## src/rtl/fnd_scan_driver.sv

```systemverilog
// fnd_scan_driver: time-multiplexed hex 7-segment scanner with frame-buffered display data.
// Define FND_LZ_SUPPRESS_EN to blank leading-zero digits (digit 0 is always shown).
module fnd_scan_driver #(
  parameter int DIGITS         = 4,
  parameter int SCAN_DIV       = 50000,
  parameter int DEAD           = 16,
  parameter int ANODE_TYPE     = 0,
  parameter int SEL_ACTIVE_LOW = 1
) (
  input  logic                clk,
  input  logic                rst_n,
  input  logic                load_i,
  input  logic [4*DIGITS-1:0] value_i,
  input  logic [DIGITS-1:0]   dot_i,
  input  logic [DIGITS-1:0]   blank_i,
  output logic [7:0]          segment_o,
  output logic [DIGITS-1:0]   digit_sel_o,
  output logic                frame_done_o
);

  localparam int CNTW = $clog2(SCAN_DIV);
  localparam int IDXW = (DIGITS > 1) ? $clog2(DIGITS) : 1;
  localparam logic [7:0] SEG_OFF = (ANODE_TYPE != 0) ? 8'hFF : 8'h00;
  localparam logic [DIGITS-1:0] SEL_OFF = (SEL_ACTIVE_LOW != 0) ? {DIGITS{1'b1}} : {DIGITS{1'b0}};

  logic [CNTW-1:0]     cnt_q, cnt_d;
  logic [IDXW-1:0]     idx_q, idx_d;
  logic [4*DIGITS-1:0] pendVal_q, pendVal_d, actVal_q, actVal_d;
  logic [DIGITS-1:0]   pendDot_q, pendDot_d, actDot_q, actDot_d;
  logic [DIGITS-1:0]   pendBlank_q, pendBlank_d, actBlank_q, actBlank_d;
  logic [7:0]          segment_q, segment_d;
  logic [DIGITS-1:0]   sel_q, sel_d;
  logic                frameDone_q;
  logic                slotEnd, frameEnd, inDead, suppress;
  logic [3:0]          nib;
  logic                dotBit, blankBit;
  logic [7:0]          segCath;
  logic [DIGITS-1:0]   selOneHot;

  assign slotEnd  = (cnt_q == CNTW'(SCAN_DIV - 1));
  assign frameEnd = slotEnd && (idx_q == IDXW'(DIGITS - 1));

  generate
    if (DEAD == 0) begin : gNoDead
      assign inDead = 1'b0;
    end else begin : gDead
      assign inDead = (cnt_q < CNTW'(DEAD));
    end
  endgenerate

  function automatic logic [6:0] hexDecode(input logic [3:0] n);
    case (n)
      4'h0: hexDecode = 7'h3F;
      4'h1: hexDecode = 7'h06;
      4'h2: hexDecode = 7'h5B;
      4'h3: hexDecode = 7'h4F;
      4'h4: hexDecode = 7'h66;
      4'h5: hexDecode = 7'h6D;
      4'h6: hexDecode = 7'h7D;
      4'h7: hexDecode = 7'h07;
      4'h8: hexDecode = 7'h7F;
      4'h9: hexDecode = 7'h67;
      4'hA: hexDecode = 7'h77;
      4'hB: hexDecode = 7'h7C;
      4'hC: hexDecode = 7'h39;
      4'hD: hexDecode = 7'h5E;
      4'hE: hexDecode = 7'h79;
      default: hexDecode = 7'h71;
    endcase
  endfunction

  // Scan position plus double buffering: the active copy only changes at a frame boundary,
  // taking a same-cycle load directly so the newest data is never lost.
  always_comb begin
    cnt_d       = cnt_q + CNTW'(1);
    idx_d       = idx_q;
    pendVal_d   = pendVal_q;
    pendDot_d   = pendDot_q;
    pendBlank_d = pendBlank_q;
    actVal_d    = actVal_q;
    actDot_d    = actDot_q;
    actBlank_d  = actBlank_q;
    if (slotEnd) begin
      cnt_d = '0;
      idx_d = (idx_q == IDXW'(DIGITS - 1)) ? '0 : idx_q + IDXW'(1);
    end
    if (load_i) begin
      pendVal_d   = value_i;
      pendDot_d   = dot_i;
      pendBlank_d = blank_i;
    end
    if (frameEnd) begin
      actVal_d   = load_i ? value_i : pendVal_q;
      actDot_d   = load_i ? dot_i   : pendDot_q;
      actBlank_d = load_i ? blank_i : pendBlank_q;
    end
  end

`ifdef FND_LZ_SUPPRESS_EN
  logic nzAcc;

  always_comb begin
    nzAcc    = 1'b0;
    suppress = 1'b0;
    for (int i = DIGITS - 1; i >= 0; i--) begin
      nzAcc = nzAcc | (actVal_q[4*i +: 4] != 4'h0);
      if ((i != 0) && (idx_q == IDXW'(i)) && !nzAcc) suppress = 1'b1;
    end
  end
`else
  assign suppress = 1'b0;
`endif

  // Segment pattern is built in cathode form and inverted once at the end for anode boards.
  always_comb begin
    nib       = 4'h0;
    dotBit    = 1'b0;
    blankBit  = 1'b0;
    selOneHot = '0;
    for (int i = 0; i < DIGITS; i++) begin
      if (idx_q == IDXW'(i)) begin
        nib          = actVal_q[4*i +: 4];
        dotBit       = actDot_q[i];
        blankBit     = actBlank_q[i];
        selOneHot[i] = 1'b1;
      end
    end
    segCath = {dotBit, suppress ? 7'h00 : hexDecode(nib)};
    if (blankBit) segCath = 8'h00;
    if (inDead) begin
      segCath   = 8'h00;
      selOneHot = '0;
    end
    segment_d = segCath ^ SEG_OFF;
    sel_d     = selOneHot ^ SEL_OFF;
  end

  always_ff @(posedge clk or negedge rst_n) begin
    if (!rst_n) begin
      cnt_q       <= '0;
      idx_q       <= '0;
      pendVal_q   <= '0;
      pendDot_q   <= '0;
      pendBlank_q <= '0;
      actVal_q    <= '0;
      actDot_q    <= '0;
      actBlank_q  <= '0;
      segment_q   <= SEG_OFF;
      sel_q       <= SEL_OFF;
      frameDone_q <= 1'b0;
    end else begin
      cnt_q       <= cnt_d;
      idx_q       <= idx_d;
      pendVal_q   <= pendVal_d;
      pendDot_q   <= pendDot_d;
      pendBlank_q <= pendBlank_d;
      actVal_q    <= actVal_d;
      actDot_q    <= actDot_d;
      actBlank_q  <= actBlank_d;
      segment_q   <= segment_d;
      sel_q       <= sel_d;
      frameDone_q <= frameEnd;
    end
  end

  assign segment_o    = segment_q;
  assign digit_sel_o  = sel_q;
  assign frame_done_o = frameDone_q;

endmodule

```

## config.mk

```make
export PLATFORM = sky130hd
export DESIGN_NAME = fnd_scan_driver
export DESIGN_NICKNAME = d
export VERILOG_FILES = /design/src/rtl/fnd_scan_driver.sv
export SDC_FILE = /design/constraint.sdc
export NUM_CORES = 1
export LEC_CHECK = 0
export CAP_MARGIN = 40
export CORE_ASPECT_RATIO = 0.75
export CORE_MARGIN = 2
export CORE_UTILIZATION = 56
export DETAILED_ROUTE_END_ITERATION = 12
export GPL_TIMING_DRIVEN = 0
export PLACE_DENSITY = 0.89
export SETUP_SLACK_MARGIN = 0.05
export SKIP_CTS_REPAIR_TIMING = 1
export SYNTH_ARGS = -nofsm -noshare
export SYNTH_HDL_FRONTEND = slang
export SYNTH_SLANG_ARGS = --single-unit
```

## constraint.sdc

```tcl
create_clock -name clk -period 2.76 [get_ports clk]
set_input_delay 0.552 -clock clk [delete_from_list [all_inputs] [get_ports clk]]
set_output_delay 0.552 -clock clk [all_outputs]
set_load 0.05 [all_outputs]
```

==> results of run 1 <==
## power by group through the flow
| stage | clock network [mW] | logic, mW | registers (mW) |
|---|---|---|---|
| global route | 1.01 | 0.292 | 1.25 |
| global placement | 0 | 0.254 | 1.26 |
| detailed placement | 0 | 0.266 | 1.26 |
| finish | 0.934 | 0.269 | 1.24 |
| CTS | 0.953 | 0.267 | 1.24 |
| floorplan | 0 | 0.112 | 1.30 |
## cell usage after synthesis, drive strengths merged (3+ instances only)
cell,n,share of area
clkbuf,6,0.0063
nor4,4,0.013
a21oi,9,0.013
o21ai,4,0.0056
nor3b,3,0.0063
nor2b,6,0.011
dfrtp,75,0.53
xor2,7,0.017
xnor2,7,0.017
buf,5,0.010
nand2,20,0.022
nand3,9,0.013
nor2,18,0.019
nor3,5,0.0070
a211oi,7,0.015
inv,7,0.0074
mux2,46,0.17
ha,10,0.035
dfstp,4,0.030
nand4,4,0.0070
## worst min path at each step
stage                        start            end  slack, ns
after floorplan              rst_n  actBlank_q[0]       0.26
after global routing      cnt_q[0]       cnt_q[0]       0.51
after CTS                    rst_n   pendVal_q[2]     0.0005
after global placement    cnt_q[0]       cnt_q[0]       0.47
after detailed placement     rst_n   pendVal_q[0]       0.40
final                     cnt_q[0]       cnt_q[0]       0.48
## kinds of logic (layout without fill, tap and decap cells)
| logic type | after synthesis | count (layout) | synth area share |
|---|---|---|---|
| and+or+nand+nor | 77 | 77 | 0.113 |
| adders and majority gates | 10 | 10 | 0.0351 |
| AOI/OAI and AO/OA | 33 | 33 | 0.0647 |
| xor gates and xnor gates | 14 | 14 | 0.0344 |
| muxes | 48 | 48 | 0.172 |
| DFF | 79 | 79 | 0.557 |
| buffers and inverters | 18 | 78 | 0.0239 |
## per-stage QoR
step	utilization	hold WS, ns	power, mW	TNS (ns)	cell area (um^2)
5_1_grt	0.697	0.512	2.55	0	4340
2_1_floorplan	-	0.256	1.41	0	3560
4_1_cts	0.690	0.000464	2.46	0	4290
3_5_place_dp	0.654	0.395	1.53	0	4070
3_3_place_gp	0.649	0.466	1.51	-110.85	4040
6_report	0.697	0.481	2.44	0	4340
## area by class of cell
class                   count  area (um^2)
plain buffers              11         60.1
clock buffers               9          124
clock inverters             7         97.6
fillers                   454         1890
inverters                   7         26.3
multi-input cells         182         1500
flip-flops and latches     79         1980
well taps                  81          101
repair buffers             44          443
## placed cells by master, fill, tap and decap left out, drive strengths merged, types with 3 or more instances in the layout
master	instances
dfrtp	75
mux2	46
clkdlybuf4s50	37
nand2	20
nor2	18
clkbuf	15
buf	11
ha	10
a21oi	9
nand3	9
inv	7
a211oi	7
xnor2	7
xor2	7
nor2b	6
nor3	5
nand4	4
o21ai	4
dfstp	4
nor4	4
nor3b	3
clkinv	3
## critical path: stages, from the launching register on
cell and delay [ns]:
dfrtp_1 0.40, inv_1 0.11, ha_1 0.14, buf_2 0.19, nor2b_1 0.12, a221o_1 0.37, a22oi_2 0.25, inv_1 0.10
ha_1 0.34, a211oi_1 0.21, a21oi_1 0.06, a21oi_1 0.14
## per-layer routing
metal  track usage  part of all wire  vias up  routed length (um)
met5             0                 0        -                   0
met4        0.0810             0.016        0                 102
met3        0.0620             0.054       12                 352
met2         0.328              0.48       59                3120
met1         0.289              0.45     1127                2970
li1              -                 -     1095                   -
## registers in the layout, summed over array words and instances (netlist names)
register,count
actVal_q,16
cnt_q,16
pendVal_q,16
segment_o,8
actBlank_q,4
actDot_q,4
digit_sel_o,4
pendBlank_q,4
pendDot_q,4
idx_q,2
frame_done_o,1
==> results.cfg, run 1 <==
[outcome]
status = completed

[floorplan]
ioPinCount = 40
dieArea_mm2 = 0.00702
core_area_mm2 = 0.00622
initial_core_util = 0.572
die_w_um = 96.1
die_h_um = 73.0
rows = 25

[logic_synthesis]
synth_ff_type = dfrtp_1
yosysSeqAreaShare = 0.557
async_flop_share = 1.00
avgSynthCellArea_um2 = 12.8
synth-edff-count = 0
yosysWarnings = 0
syn_nets = 316
syn-cell-area_mm2 = 0.00356
syn_inst = 279
synth_cell_types = 40
synth_seq_cells = 79

[critical_path]
crit_path_max_fanout = 10
crit_arrival_ns = 2.81
crit_start = idx_q[1]
start_kind = register
critPathKind = register to register
r2r_setup_slack_ns = 0.24
crit_end = segment_o[3]
cp-end-kind = register
ff2ff_path_depth = 11
r2r_end = segment_o[3]
required_ns = 3.05
r2r-start = idx_q[1]

[routing]
totalWireLength_mm = 6.55
drc = 0
routedWlPerCell_um = 15.6
num_vias = 2293
drtAntennaViolNets = 0
drt_pass1_iterations = 4
drt_iter0_drc = 129
viasPerCell = 5.46

[final_layout]
nets = 371
fin_cells = 420
area_delta_synth_final_pct = 21.8
insertedDiodeCount = 0
drive_gt1_frac = 0.242

[power_and_ir_drop]
internal_power_mw = 1.86
power_density_mw_per_mm2 = 564
p_sw_mw = 0.583
switching_share = 0.238
peakVddDrop_uv = 401
p_clk_frac = 0.382
leakagePower_nw = 1.98
comb_power_share = 0.110
p_seq_frac = 0.508

[flow_run]
cap_violations = 0

[placed_design]
portBuffers = 38
finalWeightedCongestion = 0.812
pre_cts_ws_ns = 0.0542
hpwl_mm = 4.62
place_inst = 400

[sta]
fin_crit_sh = 0.912
finalSetupViolations = 0
clock_skew_ns = 0.00442
slew_headroom = 0.390
fmax_ghz = 0.397
tightest_slew_ns = 0.910
report.final.slew_viol_count = 0
final_critical_path_setup_slack_ns = 0.244
hold_violations = 0
rsz0062_at_grt = false
fin_crit_ns = 2.52

[clocking]
clk-insertion-delay-late_ns = 0.36
clk_pin_slew_ns = 0.08
h-tree-depth = 3
clock_path_buffers = 2
root_buffer = clkbuf_8
cts_tree = yes
cts_sinks = 79
cts_made_buffers = 9

[global_route]
grt_util_all_layers = 0.213
antenna_found_initial = 0
first_global_vias = 2284
grt_start_max_net_pins = 72
grt-ovfl-total = 0
grt_pass1_wl_mm = 10.9

[hold_path]
min_path_type = register to register
hold_path_depth = 1
Power figures use the tool's default switching activity.
==> run 2: changes to the inputs <==
Settings changed: CORE_UTILIZATION 56 to 40, GPL_ROUTABILITY_DRIVEN set to 0, PLACE_DENSITY 0.89 to 0.7.
==> run 2 against run 1 <==
The run now ends with DRC left. Hold slack worse by 0.41 ns. Maximum frequency up 2.1%. Setup slack better by 0.053 ns. Clock-buffer cell count up 2. Final cell count up 6.0%. Largest cell class unchanged.
==> results.cfg, run 2 (same netlist as run 1, synthesis figures left out) <==
[outcome]
status = finished, violations left
violations = DRC

[placed_design]
portBuffers = 38
hpwl_mm = 4.77
placed_area_mm2 = 0.00411
place_inst = 427

[final_layout]
insertedDiodeCount = 0
design_area_mm2 = 0.00447
mostFrequentLayoutCells = dfrtp_1, clkdlybuf4s50_1, mux2_2
drive_gt1_frac = 0.243
area_delta_synth_final_pct = 25.6
mostFrequentLayoutCell = dfrtp_1
nets = 369
nFillCells = 749
reg_top3 = actVal_q x16, cnt_q x16, pendVal_q x16
fin_cells = 445

[global_route]
grt-ovfl-total = 0
grt_pass1_wl_mm = 11.5
antenna_found_initial = 0
first_global_vias = 2278
grt_start_max_net_pins = 67
grt_util_all_layers = 0.154

[clocking]
cts_tree = yes
cts_made_buffers = 9
root_buffer = clkbuf_16
clk-insertion-delay-late_ns = 0.34
clk_pin_slew_ns = 0.06
h-tree-depth = 3
clock_path_buffers = 2
cts_sinks = 79

[hold_path]
min_path_type = primary input to async pin

[power_and_ir_drop]
power_density_mw_per_mm2 = 627
total_power_mw = 2.80
leakagePower_nw = 2.03
peakVddDrop_uv = 275

[sta]
tightest_slew_ns = 0.597
clock_skew_ns = 0.00620
fin_crit_sh = 0.893
slew_headroom = 0.602
fin_crit_ns = 2.46
fmax_ghz = 0.406
hold_violations = 0
hold_ws_ns = 0.0725
fin_setup_tns_ns = 0
rsz0062_at_grt = false
report.final.slew_viol_count = 0
finalSetupViolations = 0

[routing]
route.met3.wl_um = 264
wl_met2_mm = 3.07
routedWlPerCell_um = 15.3
drt_pass1_iterations = 8
viasPerCell = 5.16
drt-met1-wl_mm = 3.37
top_layer_used = met4
drc = 4
totalWireLength_mm = 6.81
drtAntennaViolNets = 0
drt_iter0_drc = 105
num_vias = 2298

[critical_path]
required_ns = 3.02
cp_slowest_cell = dfrtp_1
slowest_delay_ns = 0.39
critPathKind = register to register
cp-end-kind = register
start_kind = register
crit_chain = inv_1 -> ha_1 -> clkbuf_1 -> a221o_1 -> a22oi_2 -> inv_1 -> ha_1 -> mux2i_1 -> nand2b_1 -> a21oi_1
cp_top_family = compound AO/OA/AOI/OAI gates
crit_path_max_fanout = 10
crit_buf_inv = 3
crit_start = idx_q[0]
r2r-start = idx_q[0]
crit_arrival_ns = 2.72

[floorplan]
core_area_mm2 = 0.00856
ioPinCount = 40
initial_core_util = 0.416
die_h_um = 85.7
die_w_um = 113
rows = 29
dieArea_mm2 = 0.00968

[flow_run]
cap_violations = 0
-- run 2: cell type report --
| cell class | count | area (um^2) | area share |
|---|---|---|---|
| flip-flops and latches | 79 | 1980 | 0.443 |
| multi-input cells | 182 | 1510 | 0.337 |
| repair buffers | 42 | 425 | 0.0952 |
| clock buffers | 11 | 253 | 0.0566 |
| well taps | 108 | 135 | 0.0302 |
| clock inverters | 5 | 80.1 | 0.0179 |
| plain buffers | 11 | 60.1 | 0.0134 |
| inverters | 7 | 26.3 | 0.00588 |
-- run 2: routing by layer --
metal / vias to the layer above / GRT usage
met5: - / 0
met4: 0 / 0.0532
li1: 1096 / -
met2: 49 / 0.225
met1: 1145 / 0.219
met3: 8 / 0.0502
-- run 2: metrics by stage --
step,utilization,setup WS (ns)
after floorplan,-,0.424
after global placement,0.476,-1.56
after detailed placement,0.479,0.0693
after CTS,0.518,0.0535
after global routing,0.522,0.0760
final,0.522,0.296
-- run 2: path summary, 6_finish.rpt --
check | slack (ns) | endpoint | cells after the start
max | 0.30 | segment_o[3] | 10
min | 0.07 | cnt_q[5] | 1
min in group clk | 0.48 | cnt_q[0] | 1
max in group asynchronous | 2.08 | digit_sel_o[0] | 2
max reg2reg | 0.30 | segment_o[3] | 10
min reg2reg | 0.48 | cnt_q[0] | 1
-- run 2: worst reg2reg max path: stages, from the launching register on --
cell      delay, ns
dfrtp_1        0.39
inv_1          0.09
ha_1           0.24
clkbuf_1       0.24
a221o_1        0.35
a22oi_2        0.24
inv_1          0.10
ha_1           0.36
mux2i_1        0.20
nand2b_1       0.07
a21oi_1        0.11
-- run 2: power breakdown --
| group | internal (mW) | total, mW | switching, mW |
|---|---|---|---|
| combinational | 0.131 | 0.268 | 0.137 |
| sequential | 1.22 | 1.24 | 0.0229 |
| clock | 0.839 | 1.29 | 0.451 |
| total | 2.19 | 2.80 | 0.611 |
==> run 3: changes to the inputs <==
Settings changed: PLACE_DENSITY 0.7 to 0.6.
==> run 3 against run 2 <==
The run still ends with DRC left. Hold slack improved by 0.013 ns. Sequential share of layout area is 0.43 points higher. Largest power group is now sequential cells. Combinational power about the same. Clock skew increased by 0.0030 ns. Global-route usage grew 0.24 points. Clock power decreased by 10%. Final area is 0.95% lower. Register-to-register slack lost 0.05 ns. Sequential cell count stayed put. Final cell count did not move. Critical endpoint unchanged. Non-clock buffer count unchanged. Critical path depth rose by 1.
==> results.cfg, run 3 (same netlist as run 1, synthesis figures left out) <==
[final_layout]
area_delta_synth_final_pct = 24.4
fin_cells = 445
design_area_mm2 = 0.00443
mostFrequentLayoutCell = dfrtp_1
drive_gt1_frac = 0.240
insertedDiodeCount = 0
utilization = 0.517
mostFrequentLayoutCells = dfrtp_1, clkdlybuf4s50_1, mux2_2
reg_top3 = actVal_q x16, cnt_q x16, pendVal_q x16
nets = 369

[sta]
final_critical_path_setup_slack_ns = 0.244
slew_headroom = 0.584
finalSetupViolations = 0
fin_crit_ns = 2.52
hold_violations = 0
fin_setup_tns_ns = 0
fmax_ghz = 0.397
clock_skew_ns = 0.00918
rsz0062_at_grt = false
report.final.slew_viol_count = 0
hold_ws_ns = 0.0855
tightest_slew_ns = 0.625
fin_crit_sh = 0.912

[critical_path]
cp-end-kind = register
crit_chain = inv_1 -> ha_1 -> buf_2 -> nor2b_1 -> a221o_1 -> a22oi_2 -> inv_1 -> ha_1 -> mux2i_1 -> nand2b_1 -> a21oi_1
cp_slowest_cell = dfrtp_1
required_ns = 3.03
start_kind = register
slowest_delay_ns = 0.40
critPathKind = register to register
crit_buf_inv = 3
crit_path_max_fanout = 10
crit_arrival_ns = 2.79
cp_top_family = compound AO/OA/AOI/OAI gates

[clocking]
clk_pin_slew_ns = 0.06
cts_sinks = 79
clk-insertion-delay-late_ns = 0.34
h-tree-depth = 3
root_buffer = clkbuf_16
cts_made_buffers = 9
clock_path_buffers = 2
cts_tree = yes

[placed_design]
placed_area_mm2 = 0.00411
hpwl_mm = 4.66
place_inst = 427
portBuffers = 38
pre_cts_ws_ns = 0.0133

[outcome]
violations = DRC
status = finished, violations left

[routing]
drt_pass1_iterations = 8
num_vias = 2239
drt_iter0_drc = 89
routedWlPerCell_um = 15.2
viasPerCell = 5.03
drtAntennaViolNets = 0
drc = 3
totalWireLength_mm = 6.78

[power_and_ir_drop]
power_density_mw_per_mm2 = 604
total_power_mw = 2.67
peakVddDrop_uv = 293
leakagePower_nw = 2.01

[global_route]
first_global_vias = 2265
antenna_found_initial = 0
grt_start_max_net_pins = 62
grt_util_all_layers = 0.157
grt_pass1_wl_mm = 11.6
grt-ovfl-total = 0

[floorplan]
initial_core_util = 0.416
ioPinCount = 40
dieArea_mm2 = 0.00968
core_area_mm2 = 0.00856
die_h_um = 85.7
rows = 29
die_w_um = 113

[flow_run]
cap_violations = 0

[hold_path]
min_path_type = primary input to async pin
-- run 3: layout make-up --
cell class                 instances  area [um^2]
buffer                            11         60.1
sequential                        79         1980
timing repair buffer              42          425
inverter                           7         26.3
clock inverter                     6         61.3
clock buffer                      10          229
multi-input combinational        182         1510
fill                             755         4140
tap                              108          135
-- run 3: routing by layer --
layer,track usage,share of wire,vias up
met5,0,0,-
met4,0.0599,0.016,0
met3,0.0509,0.041,9
met2,0.227,0.42,42
met1,0.222,0.52,1099
li1,-,-,1089
-- run 3: worst paths after layout --
path                               start        endpoint  slack [ns]  depth (start not counted)
max in group asynchronous          rst_n  digit_sel_o[1]        2.04                          2
worst min-delay path               rst_n   pendVal_q[10]        0.09                          1
worst max-delay path            idx_q[1]    segment_o[3]        0.24                         11
min in group clk                cnt_q[0]        cnt_q[0]        0.49                          1
worst max register to register  idx_q[1]    segment_o[3]        0.24                         11
worst min register to register  cnt_q[0]        cnt_q[0]        0.49                          1
-- run 3: power by group --
part | internal [mW] | switching, mW | total (mW)
Clock | 0.697 | 0.466 | 1.16
Sequential | 1.22 | 0.0212 | 1.24
Combinational | 0.131 | 0.137 | 0.268
Total | 2.05 | 0.624 | 2.67
